==> src/rtl/hazard_pkg.sv <==
// Shared types for the pipeline hazard controller: forwarding selects and fetch-wait states.
package hazard_pkg;

  typedef enum logic [1:0] {
    FWD_RF  = 2'b00,
    FWD_WB  = 2'b01,
    FWD_MEM = 2'b10
  } fwd_sel_t;

  typedef enum logic [1:0] {
    RUN     = 2'd0,
    IWAIT   = 2'd1,
    DISCARD = 2'd2
  } fetch_state_t;

endpackage

==> src/rtl/hazard_fwd_unit.sv <==
// Combinational forwarding select for one Execute-stage ALU operand (Memory beats Writeback).
module hazard_fwd_unit
  import hazard_pkg::*;
#(
  parameter int REG_ADDR_WIDTH = 5
) (
  input  logic [REG_ADDR_WIDTH-1:0] rs_e_i,
  input  logic [REG_ADDR_WIDTH-1:0] rd_m_i,
  input  logic [REG_ADDR_WIDTH-1:0] rd_w_i,
  input  logic                      reg_write_m_i,
  input  logic                      reg_write_w_i,
  output fwd_sel_t                  fwd_sel_o
);

  always_comb begin
    fwd_sel_o = FWD_RF;
    if (reg_write_m_i && (rd_m_i != '0) && (rd_m_i == rs_e_i)) begin
      fwd_sel_o = FWD_MEM;
    end else if (reg_write_w_i && (rd_w_i != '0) && (rd_w_i == rs_e_i)) begin
      fwd_sel_o = FWD_WB;
    end
  end

endmodule

==> src/rtl/pipeline_hazard_ctrl.sv <==
// Stall/flush/forwarding control for the 5-stage pipeline with fetch-wait tracking and watchdog.
// Optional performance counters are built only when HAZARD_PERF_EN is defined.
module pipeline_hazard_ctrl
  import hazard_pkg::*;
#(
  parameter int REG_ADDR_WIDTH = 5,
  parameter int WAIT_CNT_WIDTH = 4
) (
  input  logic                      clk,
  input  logic                      rst,
  input  logic [REG_ADDR_WIDTH-1:0] Rs1D,
  input  logic [REG_ADDR_WIDTH-1:0] Rs2D,
  input  logic [REG_ADDR_WIDTH-1:0] Rs1E,
  input  logic [REG_ADDR_WIDTH-1:0] Rs2E,
  input  logic [REG_ADDR_WIDTH-1:0] RdE,
  input  logic [REG_ADDR_WIDTH-1:0] RdM,
  input  logic [REG_ADDR_WIDTH-1:0] RdW,
  input  logic                      RegWriteM,
  input  logic                      RegWriteW,
  input  logic                      LoadE,
  input  logic                      PCSrcE,
  input  logic                      imem_valid,
  output logic                      StallF,
  output logic                      StallD,
  output logic                      FlushD,
  output logic                      FlushE,
  output logic [1:0]                ForwardAE,
  output logic [1:0]                ForwardBE,
  output logic                      fetch_timeout,
  output logic [31:0]               stall_cycles,
  output logic [31:0]               flush_count
);

  localparam logic [WAIT_CNT_WIDTH-1:0] CNT_MAX = '1;

  logic [1:0][REG_ADDR_WIDTH-1:0] rs_e;
  fwd_sel_t                       fwd_sel [2];

  assign rs_e = {Rs2E, Rs1E};

  generate
    for (genvar gi = 0; gi < 2; gi++) begin : g_fwd
      hazard_fwd_unit #(
        .REG_ADDR_WIDTH(REG_ADDR_WIDTH)
      ) u_fwd (
        .rs_e_i       (rs_e[gi]),
        .rd_m_i       (RdM),
        .rd_w_i       (RdW),
        .reg_write_m_i(RegWriteM),
        .reg_write_w_i(RegWriteW),
        .fwd_sel_o    (fwd_sel[gi])
      );
    end
  endgenerate

  assign ForwardAE = rst ? 2'b00 : fwd_sel[0];
  assign ForwardBE = rst ? 2'b00 : fwd_sel[1];

  fetch_state_t              state_q, state_d;
  logic [WAIT_CNT_WIDTH-1:0] wait_cnt_q, wait_cnt_d;
  logic                      timeout_q, timeout_d;
  logic                      lw;

  assign lw = LoadE && (RdE != '0) && ((RdE == Rs1D) || (RdE == Rs2D));

  always_comb begin
    state_d = state_q;
    StallF  = 1'b0;
    StallD  = 1'b0;
    FlushD  = 1'b0;
    FlushE  = 1'b0;
    unique case (state_q)
      RUN: begin
        if (PCSrcE) begin
          FlushD = 1'b1;
          FlushE = 1'b1;
        end else if (!imem_valid) begin
          StallF  = 1'b1;
          FlushD  = !lw;
          StallD  = lw;
          FlushE  = lw;
          state_d = IWAIT;
        end else if (lw) begin
          StallF = 1'b1;
          StallD = 1'b1;
          FlushE = 1'b1;
        end
      end
      IWAIT, DISCARD: begin
        if (PCSrcE) begin
          // PC takes the branch target; whatever fetch is outstanding is wrong-path.
          FlushD  = 1'b1;
          FlushE  = 1'b1;
          state_d = imem_valid ? RUN : DISCARD;
        end else if (imem_valid && (state_q == IWAIT)) begin
          StallF  = lw;
          StallD  = lw;
          FlushE  = lw;
          state_d = RUN;
        end else begin
          // Still waiting, or dropping the first wrong-path word returned in DISCARD.
          StallF = 1'b1;
          FlushD = !lw;
          StallD = lw;
          FlushE = lw;
          if (imem_valid) begin
            state_d = RUN;
          end
        end
      end
      default: state_d = RUN;
    endcase
    if (rst) begin
      StallF = 1'b0;
      StallD = 1'b0;
      FlushD = 1'b1;
      FlushE = 1'b1;
    end
  end

  always_comb begin
    wait_cnt_d = wait_cnt_q;
    if ((state_d != RUN) && (state_d != state_q)) begin
      wait_cnt_d = '0;
    end else if ((state_q != RUN) && (wait_cnt_q != CNT_MAX)) begin
      wait_cnt_d = wait_cnt_q + 1'b1;
    end
    timeout_d = timeout_q || ((state_q != RUN) && (wait_cnt_d == CNT_MAX));
  end

  always_ff @(posedge clk) begin
    if (rst) begin
      state_q    <= RUN;
      wait_cnt_q <= '0;
      timeout_q  <= 1'b0;
    end else begin
      state_q    <= state_d;
      wait_cnt_q <= wait_cnt_d;
      timeout_q  <= timeout_d;
    end
  end

  assign fetch_timeout = timeout_q;

`ifdef HAZARD_PERF_EN
  logic [31:0] stall_cycles_q;
  logic [31:0] flush_count_q;

  always_ff @(posedge clk) begin
    if (rst) begin
      stall_cycles_q <= '0;
      flush_count_q  <= '0;
    end else begin
      if (StallF) stall_cycles_q <= stall_cycles_q + 32'd1;
      if (FlushE) flush_count_q  <= flush_count_q + 32'd1;
    end
  end

  assign stall_cycles = stall_cycles_q;
  assign flush_count  = flush_count_q;
`else
  assign stall_cycles = '0;
  assign flush_count  = '0;
`endif

endmodule

==> config.mk <==
export PLATFORM = sky130hd
export DESIGN_NAME = pipeline_hazard_ctrl
export DESIGN_NICKNAME = d
export VERILOG_FILES = /design/src/rtl/hazard_pkg.sv /design/src/rtl/hazard_fwd_unit.sv /design/src/rtl/pipeline_hazard_ctrl.sv
export SDC_FILE = /design/constraint.sdc
export NUM_CORES = 1
export LEC_CHECK = 0
export BUFFER_PORTS_ARGS = -buffer_cell sky130_fd_sc_hd__clkbuf_2
export CORE_ASPECT_RATIO = 1.75
export CORE_MARGIN = 2
export CORE_UTILIZATION = 36
export CTS_CLUSTER_DIAMETER = 100
export DETAILED_ROUTE_END_ITERATION = 8
export HOLD_SLACK_MARGIN = 0.1
export PLACE_DENSITY = 0.79
export SYNTH_ARGS = -nofsm -noshare
export SYNTH_HDL_FRONTEND = slang
export SYNTH_SLANG_ARGS = --single-unit
==> constraint.sdc <==
create_clock -name clk -period 1.86 [get_ports clk]
set_clock_uncertainty 0.05 [all_clocks]
set_input_delay 0.093 -clock clk [delete_from_list [all_inputs] [get_ports clk]]
set_output_delay 0.093 -clock clk [all_outputs]
set_load 0.01 [all_outputs]
==> results.cfg, run 1 <==
[die]
die_h_microns = 88.18
core_region_area_sq_um = 3866
fp.dieArea_sq_um = 4594
start_util_pct = 37.70
rows = 30
die_w_microns = 52.10
ios = 115

[synth]
yosysUniqueCellTypes = 37
synth_top_family_by_area = buffers and inverters
ys.flop_type = dfxtp_1
synth_seq_cells = 7
syn_inst = 186
synth_xor_area_share_pct = 19.83
synthAdderAreaFrac_pct = 5.150
synth-edff-count = 0
synth_compound_area_share_pct = 11.07
synthSimpleGateAreaFrac_pct = 17.34
ys_async_sr_fraction_pct = 0
muxShareOfSynthArea_pct = 0.6867
yosysWarnings = 0
syn_area_sq_um = 1458
syn_avg_cell_area_sq_um = 7.837
synth_seq_area_share_pct = 9.614

[routing]
drt_iter0_drc = 9
drc_errors = 0
routedWlPerCell_microns = 10.48
first_pass_iters = 4
vias = 1311
ant_nets = 0
routed_wl_mm = 3.060
routed_via_density = 4.490

[global_routing]
grt_pass1_wl_mm = 4.222
grt_max_degree = 9
overflow = 0
antenna_found_initial = 0
grt_use_total_pct = 12.16
first_global_vias = 1118

[power_and_ir_drop]
vdd_drop_max_mv = 0.3684
power_density_nw_per_um2 = 424.0
total_power_w = 0.0007067
p_leak_nw = 0.7847

[clock_network]
htreeDepth = 1
insertion_delay_ps = 230
clockBufferDepth = 2
clkSlewWorstSetupHoldPaths_ps = 40
cts_tree = done
root_buffer = clkbuf_8
cts_sinks = 7
cts_buffers = 3

[final_layout]
fillers = 417
drive_above_1_share_pct = 30.74
layout_common_cells = 64 x conb_1, 50 x clkbuf_2, 17 x xnor2_1, 16 x xor2_1, 9 x nor2_1
seqCellArea_sq_um = 148.9
layout.nets = 293
final_common_cell = conb_1
antennaDiodeCount = 0
area_growth_pct = 14.33
multi_input_area_sq_um = 1070

[critical_path]
startpoint_type = flop
critical_path_class = flop to flop
path_max_fanout = 4
cp_data_required_time_ps = 1970
cp-end-kind = flop
crit_arrival_ps = 1920

[placement]
port_buffers = 50
dp_hpwl_mm = 2.652
gp_congestion = 0.8241

[worst_hold_path]
hold_class = input port to flop

[sta]
hold_viol_final = 0
period_minus_slack_ps = 1808
drv_slew = 0
fmax_mhz = 553.0
rsz0062_at_grt = yes
setup_viol = 0
hold_ws_ps = 153.1
fin_crit_sh_pct = 97.23

[job]
max_cap_viol_count = 0

[status]
status = finished clean
## registers in the layout, indices dropped and copies added, names as in the netlist
signal,flops
state_q,2
wait_cnt_q,4
fetch_timeout,1
## metrics by stage
stage | setup TNS (ps) | cell area [sq um] | instances | utilization, % | setup WS, ps
after floorplan | 0 | 1699 | 249 | - | 0.4661
after global placement | 0 | 1529 | 284 | 39.55 | 79.82
after detailed placement | 0 | 1529 | 284 | 39.55 | 38.72
after CTS | 0 | 1587 | 288 | 41.04 | 20.27
after global routing | -56.10 | 1667 | 292 | 43.11 | -42.90
final | 0 | 1667 | 292 | 43.11 | 51.59
## routing by layer
layer / routed length (microns) / vias to the layer above / part of all wire, % / track usage, %
met1: 923 / 587 / 30 / 9.784
met4: 61 / 0 / 2.0 / 5.502
met3: 315 / 6 / 10 / 1.365
li1: - / 626 / - / -
met5: 0 / - / 0 / 0
met2: 1759 / 92 / 57 / 26.47
## cells by family (layout without fill, tap and decap cells)
kind of cell	Yosys count	in the layout
buffers and inverters	72	67
AND/OR/NAND/NOR	45	45
XOR/XNOR	33	33
AO/OA/AOI/OAI	21	21
flip-flops	7	7
adder cells (fa/ha/maj)	6	6
other	1	64
multiplexers	1	1
## worst paths after layout
kind	from	endpoint	slack, ps	cells after the start
worst max register to register	state_q[1]	fetch_timeout	50	7
worst min-delay path	rst	state_q[0]	150	3
worst max-delay path	state_q[1]	fetch_timeout	50	7
worst min register to register	fetch_timeout	fetch_timeout	460	2
## synth_stat cells, types with 2 or more instances
library cell	count	area, sq um
buf_4	64	480.5
xnor2_1	17	148.9
xor2_1	16	140.1
nor2_1	9	33.78
dfxtp_1	7	140.1
nand2_1	7	26.28
nor3_1	7	35.03
ha_1	6	75.07
inv_1	6	22.52
nand3_1	5	25.02
or4_1	5	37.54
o211ai_1	4	30.03
nor4_1	3	18.77
a21boi_0	2	15.01
a21oi_1	2	10.01
a31oi_1	2	12.51
buf_6	2	22.52
nand3b_1	2	15.01
nor4_2	2	25.02
## critical path: stages (launching register included)
cell and delay (ps):
dfxtp_4 350, inv_4 50, ha_4 150, or4b_1 510, o22a_1 180, a221oi_2 230, a31oi_1 110, nor2_1 110
## final cells by class
cell class	instances	area share (%)
multi-input combinational	170	64.19
clock buffer	4	2.703
timing repair buffer	57	18.92
tap	48	3.604
sequential	7	8.934
inverter	6	1.652
## repair_timing
item | CTS | global route
hold buffers | 0 | 0
gates resized for setup | 3 | 9
endpoints found under the setup margin | 1 | 5
pin swaps | 0 | 7
buffers inserted | 0 | 4
## power breakdown
group | switching (W) | total [W] | internal [W]
Clock | 0.0000653 | 0.000214 | 0.000148
Combinational | 0.000191 | 0.000328 | 0.000137
Sequential | 0.00000849 | 0.000165 | 0.000157
Total | 0.000265 | 0.000707 | 0.000442
Note: power is estimated with default switching activity, not from simulation.
==> inputs of run 2 (changes only) <==
ABC_AREA = 1   (was not set)
CORE_UTILIZATION = 37   (was 36)
PLACE_DENSITY = 0.78   (was 0.79)
SETUP_SLACK_MARGIN = 0.15   (was not set)
==> run 2 against run 1 <==
Compared with the run above: wire length is 0.92% lower; maximum frequency grew 12%; critical path depth unchanged; clock-buffer cell count is the same; via count grew 7.2%; register-to-register slack gained 240 ps; combinational power increased by 4%; setup slack better by 190 ps; clock power about the same; worst hold slack improved by 4.6 ps; non-clock buffer count shrank 6; global-route usage is 1.5 points higher; critical path type is now flop to output pin; largest power group unchanged.
==> results.cfg, run 2 <==
[status]
status = finished clean

[global_routing]
overflow = 0
first_global_vias = 1238
grt_use_total_pct = 13.70
grt_pass1_wl_mm = 4.747
grt_max_degree = 9
antenna_found_initial = 0

[synth]
synth_top_area_share_pct = 31.87
syn_inst = 229
ys_async_sr_fraction_pct = 0
synth_top_area_cell = buf_4
yosysWarnings = 0
yosysUniqueCellTypes = 27
syn_avg_cell_area_sq_um = 6.584
synth_common_cells = 64 x buf_4, 28 x nor2_1, 24 x nand2_1
synth-edff-count = 0
ys.flop_type = dfxtp_1
synth_seq_area_share_pct = 9.295
synth_seq_cells = 7
syn_area_sq_um = 1508
yosys-top-cells-area = buf_4 32%, dfxtp_1 9.3%, xor2_1 7.6%
synth.most_common_cell = buf_4

[final_layout]
layout.nets = 331
final_common_cell = conb_1
drive_above_1_share_pct = 27.30
largest_reg_flops = 4
top_register = wait_cnt_q
antennaDiodeCount = 0
area_growth_pct = 10.79
layout_common_cells = 64 x conb_1, 49 x clkbuf_2, 26 x nor2_1, 24 x nand2_1, 21 x inv_1

[die]
core_region_area_sq_um = 3904
rows = 30
start_util_pct = 38.62
ios = 115
fp.dieArea_sq_um = 4622
die_w_microns = 52.26
die_h_microns = 88.45

[routing]
routedWlPerCell_microns = 9.188
drc_errors = 0
ant_nets = 0
drt_iter0_drc = 7
routed_wl_mm = 3.032
routed_via_density = 4.261
vias = 1406
first_pass_iters = 4

[clock_network]
htreeDepth = 1
postCtsSetupRepairBufs = 0
clkSlewWorstSetupHoldPaths_ps = 40
cts_buffers = 3
cts_hold_buf = 0
root_buffer = clkbuf_8
clockBufferDepth = 2
cts_sinks = 7
insertion_delay_ps = 230
cts_tree = done

[job]
max_cap_viol_count = 0

[critical_path]
startpoint_type = flop
cp-end-kind = output pin
critical_path_class = flop to output pin
path_max_fanout = 5
crit_arrival_ps = 1470
cp_data_required_time_ps = 1720

[sta]
hold_ws_ps = 157.6
fin_ws_ps = 245.7
fmax_mhz = 619.5
rsz0062_at_grt = no
drv_slew = 0
period_minus_slack_ps = 1614
hold_viol_final = 0
fin_crit_sh_pct = 86.79
fin_tns_setup_ps = 0
setup_viol = 0

[power_and_ir_drop]
p_leak_nw = 0.9205
power_density_nw_per_um2 = 432.6
vdd_drop_max_mv = 0.3074

[worst_hold_path]
hold_class = input port to flop

[placement]
preCtsSetupSlack_ps = 122.5
gp_congestion = 0.8519
dp_hpwl_mm = 2.745
port_buffers = 50
-- run 2: report_power, final --
| group | total (W) | internal (W) | leakage [nW] | switching, W |
|---|---|---|---|---|
| clock network | 0.000213 | 0.000148 | 0.0228 | 0.0000647 |
| logic | 0.000340 | 0.000125 | 0.839 | 0.000215 |
| registers | 0.000170 | 0.000159 | 0.0583 | 0.0000114 |
| total | 0.000723 | 0.000432 | 0.921 | 0.000291 |
-- run 2: per-layer routing --
layer  GRT usage, %  vias up  wire (microns)
met2          28.88       79            1821
met5              0        -               0
met3         0.5068       13             231
met4          11.66        0             165
met1          10.27      621             813
li1               -      693               -
-- run 2: worst max-delay path, stage by stage (launching register included) --
cell	delay (ps)
dfxtp_4	360
inv_2	80
ha_4	280
inv_1	60
o21ai_2	130
nand2_1	70
a21oi_1	120
clkbuf_2	140
-- run 2: final timing paths --
kind | startpoint | endpoint | slack, ps | cells after the start
worst min register to register | fetch_timeout | fetch_timeout | 420 | 2
worst max register to register | state_q[1] | wait_cnt_q[2] | 290 | 12
worst min-delay path | rst | wait_cnt_q[2] | 160 | 4
worst max-delay path | state_q[1] | FlushD | 250 | 7
-- run 2: area by class of cell --
cell class / count / area [sq um]
Sequential cell: 7 / 147.6
Timing Repair Buffer: 51 / 257.7
Clock buffer: 4 / 45.04
Fill cell: 424 / 2233
Inverter: 25 / 96.34
Multi-Input combinational cell: 195 / 1064
Tap cell: 48 / 60.06
-- run 2: cells by family after synthesis --
logic type / synth area share [%]
AOI/OAI and AO/OA: 9.046
adders and majority gates: 4.979
buffers and inverters: 38.42
and+or+nand+nor: 23.49
xor gates and xnor gates: 14.52
DFF: 9.294
other: 0.2487
-- run 2: repair_timing --
item / in CTS / in global routing
pin swaps: 0 / 0
setup endpoints to repair: 7 / 7
resized for setup: 4 / 12
-- run 2: through the flow --
stage | power (W) | cells | instance area (sq um) | util (%)
after floorplan | 0.0004874 | 292 | 1744 | -
after global placement | 0.0004847 | 326 | 1577 | 40.38
after detailed placement | 0.0004907 | 326 | 1577 | 40.38
after CTS | 0.0007129 | 330 | 1628 | 41.70
after global routing | 0.0007792 | 330 | 1670 | 42.79
final | 0.0007226 | 330 | 1670 | 42.79
